## config.mk

```make
export PLATFORM = sky130hd
export DESIGN_NAME = cut_bist_ctrl
export DESIGN_NICKNAME = d
export VERILOG_FILES = /design/src/rtl/cut_bist_pkg.sv /design/src/rtl/cut_bist_misr.sv /design/src/rtl/cut_bist_ctrl.sv
export SDC_FILE = /design/constraint.sdc
export NUM_CORES = 1
export LEC_CHECK = 0
export CORE_MARGIN = 2
export CORE_UTILIZATION = 31
export DETAILED_ROUTE_END_ITERATION = 6
export GPL_TIMING_DRIVEN = 0
export PLACE_DENSITY = 0.5
export SLEW_MARGIN = 10
export SYNTH_ARGS = -nofsm -noshare
export SYNTH_HDL_FRONTEND = slang
export SYNTH_HIERARCHICAL = 1
export SYNTH_SLANG_ARGS = --single-unit
```

## constraint.sdc

```tcl
create_clock -name clk -period 2.14 [get_ports clk]
set_input_delay 0.428 -clock clk [delete_from_list [all_inputs] [get_ports clk]]
set_output_delay 0.428 -clock clk [all_outputs]
set_load 0.02 [all_outputs]
```

## src/rtl/cut_bist_pkg.sv

```systemverilog
// Shared types and constants for the CUT BIST controller.
// The LFSR taps table exists only when CUT_BIST_LFSR_EN is defined.
package cut_bist_pkg;

  typedef enum logic [1:0] {
    IDLE,
    APPLY,
    CHECK,
    DONE
  } state_t;

  localparam logic [15:0] MISR_POLY = 16'h1021;

`ifdef CUT_BIST_LFSR_EN
  // Maximal-length tap masks (bit i set = state bit i feeds the XOR).
  function automatic logic [15:0] lfsr_taps(input int unsigned width);
    logic [15:0] taps;
    case (width)
      3:       taps = 16'h0006;
      4:       taps = 16'h000C;
      5:       taps = 16'h0014;
      6:       taps = 16'h0030;
      7:       taps = 16'h0060;
      8:       taps = 16'h00B8;
      9:       taps = 16'h0110;
      10:      taps = 16'h0240;
      11:      taps = 16'h0500;
      12:      taps = 16'h0829;
      13:      taps = 16'h100D;
      14:      taps = 16'h2015;
      15:      taps = 16'h6000;
      16:      taps = 16'hD008;
      default: taps = 16'h0000;
    endcase
    return taps;
  endfunction
`endif

endpackage

```

## src/rtl/cut_bist_misr.sv

```systemverilog
// Multiple-input signature register: clear has priority over capture.
module cut_bist_misr
  import cut_bist_pkg::*;
#(
  parameter int unsigned SIG_W  = 16,
  parameter int unsigned DATA_W = 2
) (
  input  logic              clk,
  input  logic              rst_n,
  input  logic              clr,
  input  logic              en,
  input  logic [DATA_W-1:0] data,
  output logic [SIG_W-1:0]  sig
);

  localparam logic [SIG_W-1:0] POLY = SIG_W'(MISR_POLY);

  always_ff @(posedge clk) begin
    if (!rst_n) begin
      sig <= '0;
    end else if (clr) begin
      sig <= '0;
    end else if (en) begin
      sig <= {sig[SIG_W-2:0], 1'b0} ^ (sig[SIG_W-1] ? POLY : '0) ^ SIG_W'(data);
    end
  end

endmodule

```

## src/rtl/cut_bist_ctrl.sv

```systemverilog
// BIST sequencer: drives CUT patterns (counter, or LFSR with CUT_BIST_LFSR_EN),
// compacts responses in a MISR and checks the signature against a golden value.
module cut_bist_ctrl
  import cut_bist_pkg::*;
#(
  parameter int unsigned IN_W   = 5,
  parameter int unsigned OUT_W  = 2,
  parameter int unsigned SIG_W  = 16,
  parameter int unsigned SETTLE = 1,
  parameter logic [15:0] GOLDEN = 16'h0000
`ifdef CUT_BIST_LFSR_EN
  , parameter logic [15:0] GOLDEN_LFSR = 16'h0000
`endif
) (
  input  logic             clk,
  input  logic             rst_n,
  input  logic             start,
  input  logic             mode,
  output logic [IN_W-1:0]  cut_in,
  input  logic [OUT_W-1:0] cut_out,
  output logic             busy,
  output logic             done,
  output logic             pass,
  output logic [SIG_W-1:0] signature
);

  state_t          state, state_d;
  logic [IN_W-1:0] pat, pat_d;
  logic [3:0]      cnt, cnt_d;
  logic            pass_q, pass_d;
  logic            misr_clr, misr_en;
  logic [IN_W-1:0] first_pat, next_pat;
  logic            last_pat;
  logic [SIG_W-1:0] golden_sel;

`ifdef CUT_BIST_LFSR_EN
  localparam logic [15:0] TAPS = lfsr_taps(IN_W);

  logic mode_q;

  always_ff @(posedge clk) begin
    if (!rst_n) begin
      mode_q <= 1'b0;
    end else if (misr_clr) begin
      mode_q <= mode;
    end
  end

  // With seed 1 the LFSR's last state is 100..0, whose successor is the seed.
  always_comb begin
    first_pat  = mode ? IN_W'(1) : '0;
    next_pat   = mode_q ? {pat[IN_W-2:0], ^(pat & TAPS[IN_W-1:0])} : pat + IN_W'(1);
    last_pat   = mode_q ? (pat == {1'b1, {(IN_W-1){1'b0}}}) : (pat == '1);
    golden_sel = mode_q ? SIG_W'(GOLDEN_LFSR) : SIG_W'(GOLDEN);
  end
`else
  logic unused_mode;
  assign unused_mode = mode;

  always_comb begin
    first_pat  = '0;
    next_pat   = pat + IN_W'(1);
    last_pat   = (pat == '1);
    golden_sel = SIG_W'(GOLDEN);
  end
`endif

  always_ff @(posedge clk) begin
    if (!rst_n) begin
      state  <= IDLE;
      pat    <= '0;
      cnt    <= '0;
      pass_q <= 1'b0;
    end else begin
      state  <= state_d;
      pat    <= pat_d;
      cnt    <= cnt_d;
      pass_q <= pass_d;
    end
  end

  always_comb begin
    state_d  = state;
    pat_d    = pat;
    cnt_d    = cnt;
    pass_d   = pass_q;
    misr_clr = 1'b0;
    misr_en  = 1'b0;
    case (state)
      IDLE, DONE: begin
        if (start) begin
          state_d  = APPLY;
          pat_d    = first_pat;
          cnt_d    = '0;
          pass_d   = 1'b0;
          misr_clr = 1'b1;
        end
      end
      APPLY: begin
        if (cnt == 4'(SETTLE)) begin
          misr_en = 1'b1;
          cnt_d   = '0;
          if (last_pat) begin
            state_d = CHECK;
          end else begin
            pat_d = next_pat;
          end
        end else begin
          cnt_d = cnt + 4'd1;
        end
      end
      CHECK: begin
        pass_d  = (signature == golden_sel);
        state_d = DONE;
      end
      default: state_d = IDLE;
    endcase
  end

  cut_bist_misr #(
    .SIG_W (SIG_W),
    .DATA_W(OUT_W)
  ) u_misr (
    .clk  (clk),
    .rst_n(rst_n),
    .clr  (misr_clr),
    .en   (misr_en),
    .data (cut_out),
    .sig  (signature)
  );

  assign cut_in = (state == APPLY) ? pat : '0;
  assign busy   = (state == APPLY) || (state == CHECK);
  assign done   = (state == DONE);
  assign pass   = pass_q;

endmodule

```

==> summary.md, run 1 <==
| Metric | Value |
|---|---|
| # Max-Cap Violations | 0 |
| Final Max Tran Viols | 0 |
| Count of unique library cells instantiated by Yosys | 38 |
| CP max-delay cell | or4_1 |
| Layout cell share with drive strength beyond 1 | 10.38% |
| Post-Place Cells | 231 |
| Post-Syn Area | 1394 um^2 |
| Layout Cells excl Fill | 235 |
| CTS tree | built |
| Wire length per cell | 12.91 um |
| Most Frequent Cell on Critical Path | ha_1 |
| Worst vdd ir | 0.5482 mV |
| Pin count of the biggest net entering global routing | 16 |
| I/O pin count | 30 |
| Most common cell after layout, fill and taps aside | dfxtp_1 |
| Drt pass-1 iters | 4 |
| Seq cells post-synth | 28 |
| Hpwl dp | 2.250 mm |
| Slew @ Worst Pin | 0.6116 ns |
| P_leak | 0.6600 nW |
| Synthesized instance count | 151 |
| Starting Density | 32.01% |
| Final wirelength | 3.034 mm |
| Die width | 71.06 um |
| Period minus WS final | 2.052 ns |
| HP Class | reg2reg |
| Port bufs | 28 |
| Vias in the first global route | 1079 |
| Crit path cell chain | ha_1 > and3_1 > ha_1 > a211o_1 > or4_1 > a31oi_1 |
| Final setup fails | 0 |
| F_max | 487.3 MHz |
| ANT cells | 0 |
| Antenna-violating nets left | 0 |
| Rel. slew slack | 58.06% |
| Final core utilization | 41.12% |
| FFs w/ async S/R, synth | 0% |
| Power per cell area | 884.0 nW/um^2 |
| Remaining DRCs | 0 |
| Syn_area_per_cell | 9.231 um^2 |
| Post-synthesis sequential area ratio | 40.22% |
| Grt ovf | 0 |
| # clock sinks | 28 |
| Number of H-tree levels | 1 |
| Worst skew pair latency | 0.28 ns |
| CP required | 2.36 ns |
| Crit-path max FO | 6 |
| RSZ-0062 raised after global routing | false |
| Core box area | 4354 um^2 |
| Initial antenna violation count | 0 |
| Clock root cell | clkbuf_8 |
| Row count | 24 |
| Clock Skew | 0.006409 ns |
| Top_reg_cell synth | dfxtp_1 |
| 1st-iter DRT viols | 30 |
| Die Y | 71.06 um |
| Final period util | 95.89% |
| Clock transition at the registers of the reported paths | 0.10 ns |
| Critical path startpoint category | flop |
| Crit path kind | reg2reg |
| Syn nets | 165 |
| CTS Buf Count | 3 |
| Setup TNS | 0 ns |
| Nets | 198 |
| Die ar. | 5049 um^2 |
| Hold-fix buffers, CTS | 0 |
| Area growth, synth to finish | 28.46% |
| Via count | 1172 |
| Slowest Stage Delay on Critical Path | 0.48 ns |
| First-pass GRT wire length | 5.043 mm |
| Final hold vios | 0 |
| Ys Warns | 6 |
| GRT Util Overall | 12.65% |
| GP Congestion | 0.7199 |
| CP endpoint kind | flop |
| Vias per cell | 4.987 |
| Commonest non-fill, non-tap cells in the layout | 27 x dfxtp_1, 22 x clkdlybuf4s50_1, 20 x nor2_1 |
| Outcome | finished clean |
| Max Root-Sink Buffers | 2 |
| Arr. time, crit path | 2.27 ns |
| Number of enable flip-flop cells after synthesis | 0 |
[flip-flops by register name, indices dropped and copies added, names as in the netlist]
name        count
pat             5
pass            1
state           2
cnt             4
u_misr/sig     16
[per-stage QoR]
stage	power, mW	hold WS, ns	setup WS, ns	instance area (um^2)
2_1_floorplan	1.078	0.4478	0.2285	1394
3_3_place_gp	1.251	0.4677	-0.1235	1739
3_5_place_dp	1.267	0.4668	-0.1634	1739
4_1_cts	1.601	0.4923	0.03582	1793
5_1_grt	1.695	0.5206	0.0007673	1790
6_report	1.583	0.4973	0.08796	1790
[layer usage]
layer,track usage (%),vias up,share of wire [%]
met5,0,-,0
met4,5.660,0,1.8
met3,2.707,5,3.2
met2,17.65,17,43
met1,18.56,550,52
li1,-,600,-
[cell usage after synthesis (all sizes together) (2+ instances only)]
library cell	n	share of area, %
buf	4	2.2
nand2b	2	0.90
dfxtp	28	40
a21oi	5	1.8
nor2b	2	1.4
o211a	2	1.4
clkbuf	2	0.54
ha	8	7.2
inv	6	1.6
and2	7	3.1
a211oi	5	4.1
o31ai	2	1.1
nor4	5	2.2
or4	2	1.1
mux2i	13	9.3
nor2	20	5.4
xnor2	4	2.5
nand2	14	3.8
o22ai	3	1.3
nand3	3	1.1
[area by class of cell]
type                    instances  area [um^2]
inverters                       6        22.52
flip-flops and latches         28        561.8
fillers                       433         2564
multi-input cells             111        774.5
plain buffers                   6        42.54
repair buffers                 28        269.0
well taps                      52        65.06
clock buffers                   4        55.05
[what timing repair did]
| item | 4_1_cts | 5_1_grt |
|---|---|---|
| endpoints found under the setup margin | 6 | 6 |
| gates resized for setup | 9 | 8 |
| setup buffers | 0 | 0 |
| cloned | 0 | 0 |
[worst max-delay path: cells and delay by family (launching register included)]
| kind | cells | cell delay [ns] |
|---|---|---|
| AND/OR/NAND/NOR | 2 | 0.68 |
| AO/OA/AOI/OAI | 2 | 0.52 |
| adder cells (fa/ha/maj) | 2 | 0.42 |
| flip-flops | 1 | 0.37 |
[kinds of logic (layout without fill, tap and decap cells)]
kind of cell             count (synthesis)  in the layout  share of synthesized area (%)
AO/OA/AOI/OAI                           23             23                          12.93
XOR/XNOR                                 4              4                          2.513
adder cells (fa/ha/maj)                  8              8                          7.182
buffers and inverters                   12             44                          4.398
flip-flops                              28             28                          40.22
multiplexers                            13             13                          9.335
AND/OR/NAND/NOR                         63             63                          23.43
[report_power, final]
group	total, mW	internal, mW	leakage [nW]	switching (mW)
clock	0.335	0.165	0.0288	0.170
combinational	0.656	0.264	0.405	0.393
sequential	0.592	0.555	0.226	0.0366
[path summary, 6_finish.rpt]
path | to | from | slack, ns | cells past startpoint
worst min register to register | pass | pass | 0.50 | 2
worst max register to register | pat[3] | pat[0] | 0.09 | 6
worst min-delay path | pass | pass | 0.50 | 2
worst max-delay path | pat[3] | pat[0] | 0.09 | 6
No activity file was read; power rests on OpenSTA's default activity.
==> inputs of run 2 (changes only) <==
--- a/config.mk
+++ b/config.mk
@@ -7,6 +7,7 @@
 export LEC_CHECK = 0
 export CORE_MARGIN = 2
 export CORE_UTILIZATION = 31
+export CTS_CLUSTER_SIZE = 20
 export DETAILED_ROUTE_END_ITERATION = 6
 export GPL_TIMING_DRIVEN = 0
 export PLACE_DENSITY = 0.5
==> results of run 2 <==
The final DEF is identical to that of run 1; final timing and power are the same.
